===== src/rtl/port_pkg.sv =====
`default_nettype none
// +------------------------------------------------------------------------+
// | Module   : port_pkg                                                    |
// | Purpose  : Shared constants for the router-port flit path. The flit    |
// |            width and the default elastic-buffer sizing are used by     |
// |            port_bp_buffer and by the port converters.                  |
// | Ports    : none (package)                                              |
// | Revision : 1.0 - initial release                                       |
// +------------------------------------------------------------------------+
package port_pkg;

  // Router-port flit width in bits.
  localparam int PORT_FLIT_W    = 64;

  // Default elastic buffer geometry: DEPTH entries, with SLACK entries
  // reserved for flits the source may still send after backpressure rises.
  localparam int PORT_BUF_DEPTH = 16;
  localparam int PORT_BUF_SLACK = 4;

  // Width of an occupancy counter that must represent 0..depth inclusive.
  function automatic int port_level_w(input int depth);
    return $clog2(depth) + 1;
  endfunction

endpackage : port_pkg
`default_nettype wire


===== src/rtl/port_fifo_ram.sv =====
`default_nettype none
// +------------------------------------------------------------------------+
// | Module   : port_fifo_ram                                               |
// | Purpose  : Simple dual-port storage for the port elastic buffer. One   |
// |            clock, one write port, one read port with a registered      |
// |            output. No reset, so it can map onto distributed RAM.       |
// | Ports    : clk      - clock                                            |
// |            wr_en    - write strobe                                     |
// |            wr_addr  - write address                                    |
// |            wr_data  - write data                                       |
// |            rd_en    - read strobe; loads rd_data from mem[rd_addr]     |
// |            rd_addr  - read address                                     |
// |            rd_data  - registered read data, held while rd_en is low    |
// | Revision : 1.0 - initial release                                       |
// +------------------------------------------------------------------------+
module port_fifo_ram #(
  parameter int WIDTH  = 64,
  parameter int DEPTH  = 16,
  parameter int ADDR_W = $clog2(DEPTH)
) (
  input  logic              clk,
  input  logic              wr_en,
  input  logic [ADDR_W-1:0] wr_addr,
  input  logic [WIDTH-1:0]  wr_data,
  input  logic              rd_en,
  input  logic [ADDR_W-1:0] rd_addr,
  output logic [WIDTH-1:0]  rd_data
);

  logic [WIDTH-1:0] mem [DEPTH];
  logic [WIDTH-1:0] r_rd_data;

  // Read and write share one non-blocking block: when both ports hit the
  // same entry in one cycle (buffer full, push and pop together), the read
  // returns the old contents, which is the flit being popped.
  always_ff @(posedge clk) begin
    if (wr_en) begin
      mem[wr_addr] <= wr_data;
    end
    if (rd_en) begin
      r_rd_data <= mem[rd_addr];
    end
  end

  assign rd_data = r_rd_data;

endmodule : port_fifo_ram
`default_nettype wire


===== src/rtl/port_bp_buffer.sv =====
`default_nettype none
// +------------------------------------------------------------------------+
// | Module   : port_bp_buffer                                              |
// | Purpose  : Elastic buffer on the router-port flit interface. Absorbs   |
// |            flits still in flight after D_BP rises and re-issues them   |
// |            under downstream Q_BP backpressure, without dropping data   |
// |            as long as the source honours D_BP within SLACK cycles.     |
// | Ports    : CLK      - sole clock                                       |
// |            RST      - asynchronous active-high reset                   |
// |            D        - input flit                                       |
// |            D_VALID  - input flit valid (every valid cycle is a write)  |
// |            D_BP     - registered backpressure to the source            |
// |            Q        - output flit                                      |
// |            Q_VALID  - output flit valid, one cycle per flit            |
// |            Q_BP     - backpressure from downstream                     |
// |            LEVEL    - current occupancy                                |
// |            OVERFLOW - sticky, set when a flit is dropped               |
// | Revision : 1.0 - initial release                                       |
// +------------------------------------------------------------------------+
module port_bp_buffer
  import port_pkg::*;
#(
  parameter int WIDTH = PORT_FLIT_W,
  parameter int DEPTH = PORT_BUF_DEPTH,
  parameter int SLACK = PORT_BUF_SLACK
) (
  input  logic                   CLK,
  input  logic                   RST,
  input  logic [WIDTH-1:0]       D,
  input  logic                   D_VALID,
  output logic                   D_BP,
  output logic [WIDTH-1:0]       Q,
  output logic                   Q_VALID,
  input  logic                   Q_BP,
  output logic [$clog2(DEPTH):0] LEVEL,
  output logic                   OVERFLOW
);

  localparam int c_aw = $clog2(DEPTH);
  localparam int c_cw = port_level_w(DEPTH);

  localparam logic [c_cw-1:0] c_depth     = c_cw'(DEPTH);
  localparam logic [c_cw-1:0] c_bp_thresh = c_cw'(DEPTH - SLACK);
  localparam logic [c_cw-1:0] c_cnt_one   = c_cw'(1);
  localparam logic [c_aw-1:0] c_ptr_one   = c_aw'(1);

  logic [c_aw-1:0]  r_wp;
  logic [c_aw-1:0]  r_rp;
  logic [c_cw-1:0]  r_count;
  logic [c_cw-1:0]  w_count_next;
  logic             w_push;
  logic             w_pop;
  logic             w_drop;
  logic             r_q_valid;
  logic             r_q_loaded;
  logic             r_d_bp;
  logic             r_overflow;
  logic [WIDTH-1:0] w_rd_data;

  // Pop is decided in the same cycle from Q_BP. Push is allowed into a
  // full buffer only when a pop frees an entry in the same cycle.
  assign w_pop  = (r_count != '0) & ~Q_BP;
  assign w_push = D_VALID & ((r_count < c_depth) | w_pop);
  assign w_drop = D_VALID & ~w_push;

  always_comb begin
    w_count_next = r_count;
    case ({w_push, w_pop})
      2'b10:   w_count_next = r_count + c_cnt_one;
      2'b01:   w_count_next = r_count - c_cnt_one;
      default: w_count_next = r_count;
    endcase
  end

  // Pointers are c_aw bits wide and DEPTH is a power of two, so they wrap
  // from DEPTH-1 to 0 on their own.
  always_ff @(posedge CLK or posedge RST) begin
    if (RST) begin
      r_wp       <= '0;
      r_rp       <= '0;
      r_count    <= '0;
      r_q_valid  <= 1'b0;
      r_q_loaded <= 1'b0;
      r_d_bp     <= 1'b0;
      r_overflow <= 1'b0;
    end else begin
      if (w_push) begin
        r_wp <= r_wp + c_ptr_one;
      end
      if (w_pop) begin
        r_rp       <= r_rp + c_ptr_one;
        r_q_loaded <= 1'b1;
      end
      if (w_drop) begin
        r_overflow <= 1'b1;
      end
      r_count   <= w_count_next;
      r_q_valid <= w_pop;
      r_d_bp    <= (w_count_next >= c_bp_thresh);
    end
  end

  // The RAM read register doubles as the Q output register: it loads only
  // on a pop and otherwise holds. Since the RAM has no reset, Q is forced
  // to zero until the first pop after reset.
  port_fifo_ram #(
    .WIDTH  (WIDTH),
    .DEPTH  (DEPTH),
    .ADDR_W (c_aw)
  ) u_ram (
    .clk     (CLK),
    .wr_en   (w_push),
    .wr_addr (r_wp),
    .wr_data (D),
    .rd_en   (w_pop),
    .rd_addr (r_rp),
    .rd_data (w_rd_data)
  );

  assign Q        = r_q_loaded ? w_rd_data : '0;
  assign Q_VALID  = r_q_valid;
  assign D_BP     = r_d_bp;
  assign LEVEL    = r_count;
  assign OVERFLOW = r_overflow;

endmodule : port_bp_buffer
`default_nettype wire


===== config.mk =====
export PLATFORM = sky130hd
export DESIGN_NAME = port_bp_buffer
export DESIGN_NICKNAME = d
export VERILOG_FILES = /design/src/rtl/port_pkg.sv /design/src/rtl/port_fifo_ram.sv /design/src/rtl/port_bp_buffer.sv
export SDC_FILE = /design/constraint.sdc
export NUM_CORES = 1
export LEC_CHECK = 0
export BUFFER_PORTS_ARGS = -buffer_cell sky130_fd_sc_hd__buf_2
export CORE_MARGIN = 2
export CORE_UTILIZATION = 25
export DETAILED_ROUTE_END_ITERATION = 16
export HOLD_SLACK_MARGIN = 0.02
export PLACE_DENSITY = 0.44
export SLEW_MARGIN = 5
export SYNTH_ARGS = -nofsm -noshare
export SYNTH_HDL_FRONTEND = slang
export SYNTH_SLANG_ARGS = --single-unit

===== constraint.sdc =====
create_clock -name CLK -period 20.8 [get_ports CLK]
set_input_delay 3.12 -clock CLK [delete_from_list [all_inputs] [get_ports CLK]]
set_output_delay 3.12 -clock CLK [all_outputs]
set_load 0.02 [all_outputs]

==> impl_summary.log <==
[metrics] status: complete, no violations
[metrics] Syn. warnings: 0
[metrics] H-tree levels: 3
[metrics] Post-synth EDFFs: 1088
[metrics] total power draw: 6.54 mW
[metrics] share of synthesized area occupied by flip-flops and latches: 79.2%
[metrics] max-cap viol count: 0
[metrics] number of clock sinks: 1105
[metrics] biggest cell delay along the critical path: about 0.9 ns
[metrics] sum of routed wire segments on met1: just over 40000 um
[metrics] Floorplan Core Area: 166000 sq um
[metrics] final weighted congestion of routability-driven global placement: 0.716
[metrics] async set or reset register ratio after synthesis: under 10%
[metrics] total number of nets in the final design: between 1500 and 2000
[metrics] Syn Area/Cell: 25.0 sq um
[metrics] final period demand of the worst path: approximately 5.4 ns
[metrics] share of cells above drive strength 1: 34.4%
[metrics] CTS Hold Buffers Added: 0
[metrics] R2R Path Start: r_rp[1]
[metrics] top routing layer in use: met5
[metrics] number of post-CTS setup repair buffers: 0
[metrics] net count after synthesis: approximately 1700
[metrics] cell at the slowest stage of the critical path: sky130_fd_sc_hd__buf_4
[metrics] CTS tree: yes
[metrics] Worst Setup Slack post-DPL: 14.65 ns
[metrics] pin count of the biggest net entering global routing: 129
[metrics] Clk Latency, worst-skew pair: 0.72 ns
[metrics] hpwl dp: approximately 53000 um
[metrics] # IOs: 140
[metrics] Post-Place Cell Area: 45100 sq um
[metrics] Clk Tree Root Cell: sky130_fd_sc_hd__clkbuf_16
[metrics] worst clock skew on the final layout: roughly 0.020 ns
[metrics] Detail Route met2 WL: 50200 um
[metrics] leakage power total: roughly 15 nW
[metrics] startpoint type of the worst setup path: input pin
[metrics] count of unique library cells instantiated by Yosys: 35
[metrics] hold-critical path depth: 1
[metrics] maximum count of clock buffers along a single path: 3
[metrics] most frequent cell after synthesis: sky130_fd_sc_hd__edfxtp_1
[metrics] count of standard-cell rows: 150
[metrics] detailed-route wire length per cell: approximately 24 um
[metrics] post-cts resize count: 0
[metrics] synthesis-stage register bit count: 1105
[metrics] final setup violating endpoints: 0
[metrics] total iterations of the first detailed-routing run: 5
[metrics] dominant cells by area after synthesis: sky130_fd_sc_hd__edfxtp_1 78%, sky130_fd_sc_hd__mux4_2 17%, sky130_fd_sc_hd__and2_1 1.1%
[metrics] hold violation count in the final report: 0
[metrics] crit path setup slack, layout: roughly 15 ns
[metrics] wire length of the first global-routing pass: 143000 um
[metrics] share of the clock period used by the worst path after layout: 26.0%
[metrics] vias per std cell: 4.35
[metrics] timing-limited maximum frequency: 185 MHz
[metrics] starting density of the core: 25.1%
[metrics] number of DRC violations after detailed-routing iteration 0: 1425
[metrics] Hold Path Class: flop to flop
[metrics] number of routed nets with antenna violations: 0
[metrics] Critical Path, Cell by Cell: buf_2, nand2_1, and2_1, inv_1, nor3b_1, and2_4, buf_4
[metrics] cell accounting for the most synthesized area: sky130_fd_sc_hd__edfxtp_1
[metrics] critical-path maximum fanout: 64
[metrics] die extent in x: 413 um
[metrics] number of placed instances, taps included: 3959
[metrics] most instantiated cells after synthesis: 1088 x sky130_fd_sc_hd__edfxtp_1, 320 x sky130_fd_sc_hd__mux4_2, 71 x sky130_fd_sc_hd__and2_1, 39 x sky130_fd_sc_hd__clkbuf_1, 17 x sky130_fd_sc_hd__dfrtp_1
[metrics] wire length on met3: 4550 um
[metrics] instance count of the mapped netlist: around 1700
[metrics] worst hold slack across all endpoints: 0.477 ns
[metrics] aggregate global-route resource usage: 11.5%
[metrics] Setup CP Type: input pin to flop
[metrics] die area: around 170000 sq um
[metrics] Post-Syn Area: around 42000 sq um
[metrics] total non-filler cell area in the finished layout: 48700 sq um
[metrics] area share of the largest cell type after synthesis: 78.2%
[metrics] Arrival @ worst endpoint: 5.71 ns
[metrics] DRC: 0
[metrics] length in cells of the worst reg-to-reg path: 4
[metrics] source of the worst hold timing path: OVERFLOW
[metrics] Max VDD drop: 0.121 mV
[metrics] initial antenna violation count: 22
[metrics] Post-Route Setup TNS: 0 ns
[metrics] Worst Hold End: OVERFLOW
[metrics] required time worst endpoint: 21.11 ns
[metrics] measured slew at the worst slew-check pin: 1.25 ns
[metrics] max-slew violation count: 0
[metrics] power per cell area: 134 nW/um^2
[metrics] via count of the first global-routing pass: roughly 20000
[metrics] count of buffers inserted at the top-level ports: approximately 140
[metrics] total overflow reported by the global router: 0
[metrics] floorplan die height: 413 um
[metrics] RSZ-0062 raised after global routing: false
[metrics] fin util: ~29%
[metrics] flop-to-flop setup slack: 16.46 ns
[metrics] RR Endpoint: u_ram.rd_data[37]
[metrics] number of vias after detailed routing: roughly 18000
[metrics] most instantiated flip-flop cell in the synthesis netlist: sky130_fd_sc_hd__edfxtp_1
[metrics] final wirelength: 98300 um
[metrics] diode insertion count for antenna repair: 0
[metrics] final instance count without filler cells: approximately 4200
[metrics] element type at the critical path end: flop
[metrics] clock transition at the registers of the reported paths: 0.06 ns
[metrics] Relative slew margins: 16.5%
[metrics] Layout Area Growth over Synthesis: 16.6%
[metrics] total CTS buffers: about 120
-- registers in the layout (all words and copies together), names as in the netlist --
| name | count |
|---|---|
| D_BP | 1 |
| r_rp | 4 |
| r_wp | 4 |
| r_q_loaded | 1 |
| OVERFLOW | 1 |
| u_ram.mem | 1024 |
| LEVEL | 5 |
| u_ram.rd_data | 64 |
| Q_VALID | 1 |
-- per-layer routing --
layer  up-vias  track usage, %
met5         -               0
met4        16            3.20
met3       182            2.54
met2       396            19.8
met1      9945            14.6
li1       7586               -
-- placed cells by master, fill, tap and decap left out, types with 5 or more instances in the layout --
cell type	instances
sky130_fd_sc_hd__clkinv_1	25
sky130_fd_sc_hd__nor3_1	5
sky130_fd_sc_hd__a21oi_1	5
sky130_fd_sc_hd__ha_1	7
sky130_fd_sc_hd__nor2_1	8
sky130_fd_sc_hd__clkinvlp_4	6
sky130_fd_sc_hd__clkbuf_1	28
sky130_fd_sc_hd__xnor2_1	7
sky130_fd_sc_hd__mux4_2	320
sky130_fd_sc_hd__buf_4	31
sky130_fd_sc_hd__edfxtp_1	1088
sky130_fd_sc_hd__and2_1	67
sky130_fd_sc_hd__dfrtp_4	5
sky130_fd_sc_hd__buf_2	139
sky130_fd_sc_hd__clkbuf_16	117
sky130_fd_sc_hd__nor2_4	5
sky130_fd_sc_hd__clkinv_2	20
sky130_fd_sc_hd__inv_1	8
sky130_fd_sc_hd__bufinv_16	6
sky130_fd_sc_hd__dfrtp_1	12
sky130_fd_sc_hd__nand2_1	6
-- cells by family after synthesis --
logic type / synth area share [%]
DFF: 79.2
muxes: 17.3
and+or+nand+nor: 1.57
buffers and inverters: 1.20
AOI/OAI and AO/OA: 0.309
xor gates and xnor gates: 0.168
adders and majority gates: 0.210
-- how the worst max path moves through the flow --
stage,to,slack [ns],depth (start not counted),startpoint
after floorplan,u_ram.mem[2][0],10.44,5,Q_BP
after CTS,Q[40],15.34,2,r_q_loaded
after detailed placement,u_ram.mem[10][38],14.65,7,Q_BP
after global routing,u_ram.mem[10][35],15.23,7,Q_BP
final,u_ram.mem[10][32],15.40,7,Q_BP
after global placement,u_ram.mem[9][38],14.73,7,Q_BP
-- cell type report --
| class | count | area, sq um |
|---|---|---|
| repair buffers | 172 | 968 |
| well taps | 2204 | 2760 |
| multi-input cells | 470 | 8270 |
| inverters | 8 | 30.0 |
| clock buffers | 146 | 3050 |
| clock inverters | 63 | 533 |
| flip-flops and latches | 1105 | 33100 |
| fillers | 16000 | 118000 |
-- report_power, final --
part           internal, mW  switching, mW
clock network          1.11          0.853
registers              2.75          0.171
logic                 0.803          0.861
-- critical path, delay by kind of cell --
| family | cells | cell delay, ns |
|---|---|---|
| buf+inv | 3 | 1.34 |
| simple gates | 4 | 1.16 |
Note: power is estimated with default switching activity, not from simulation.
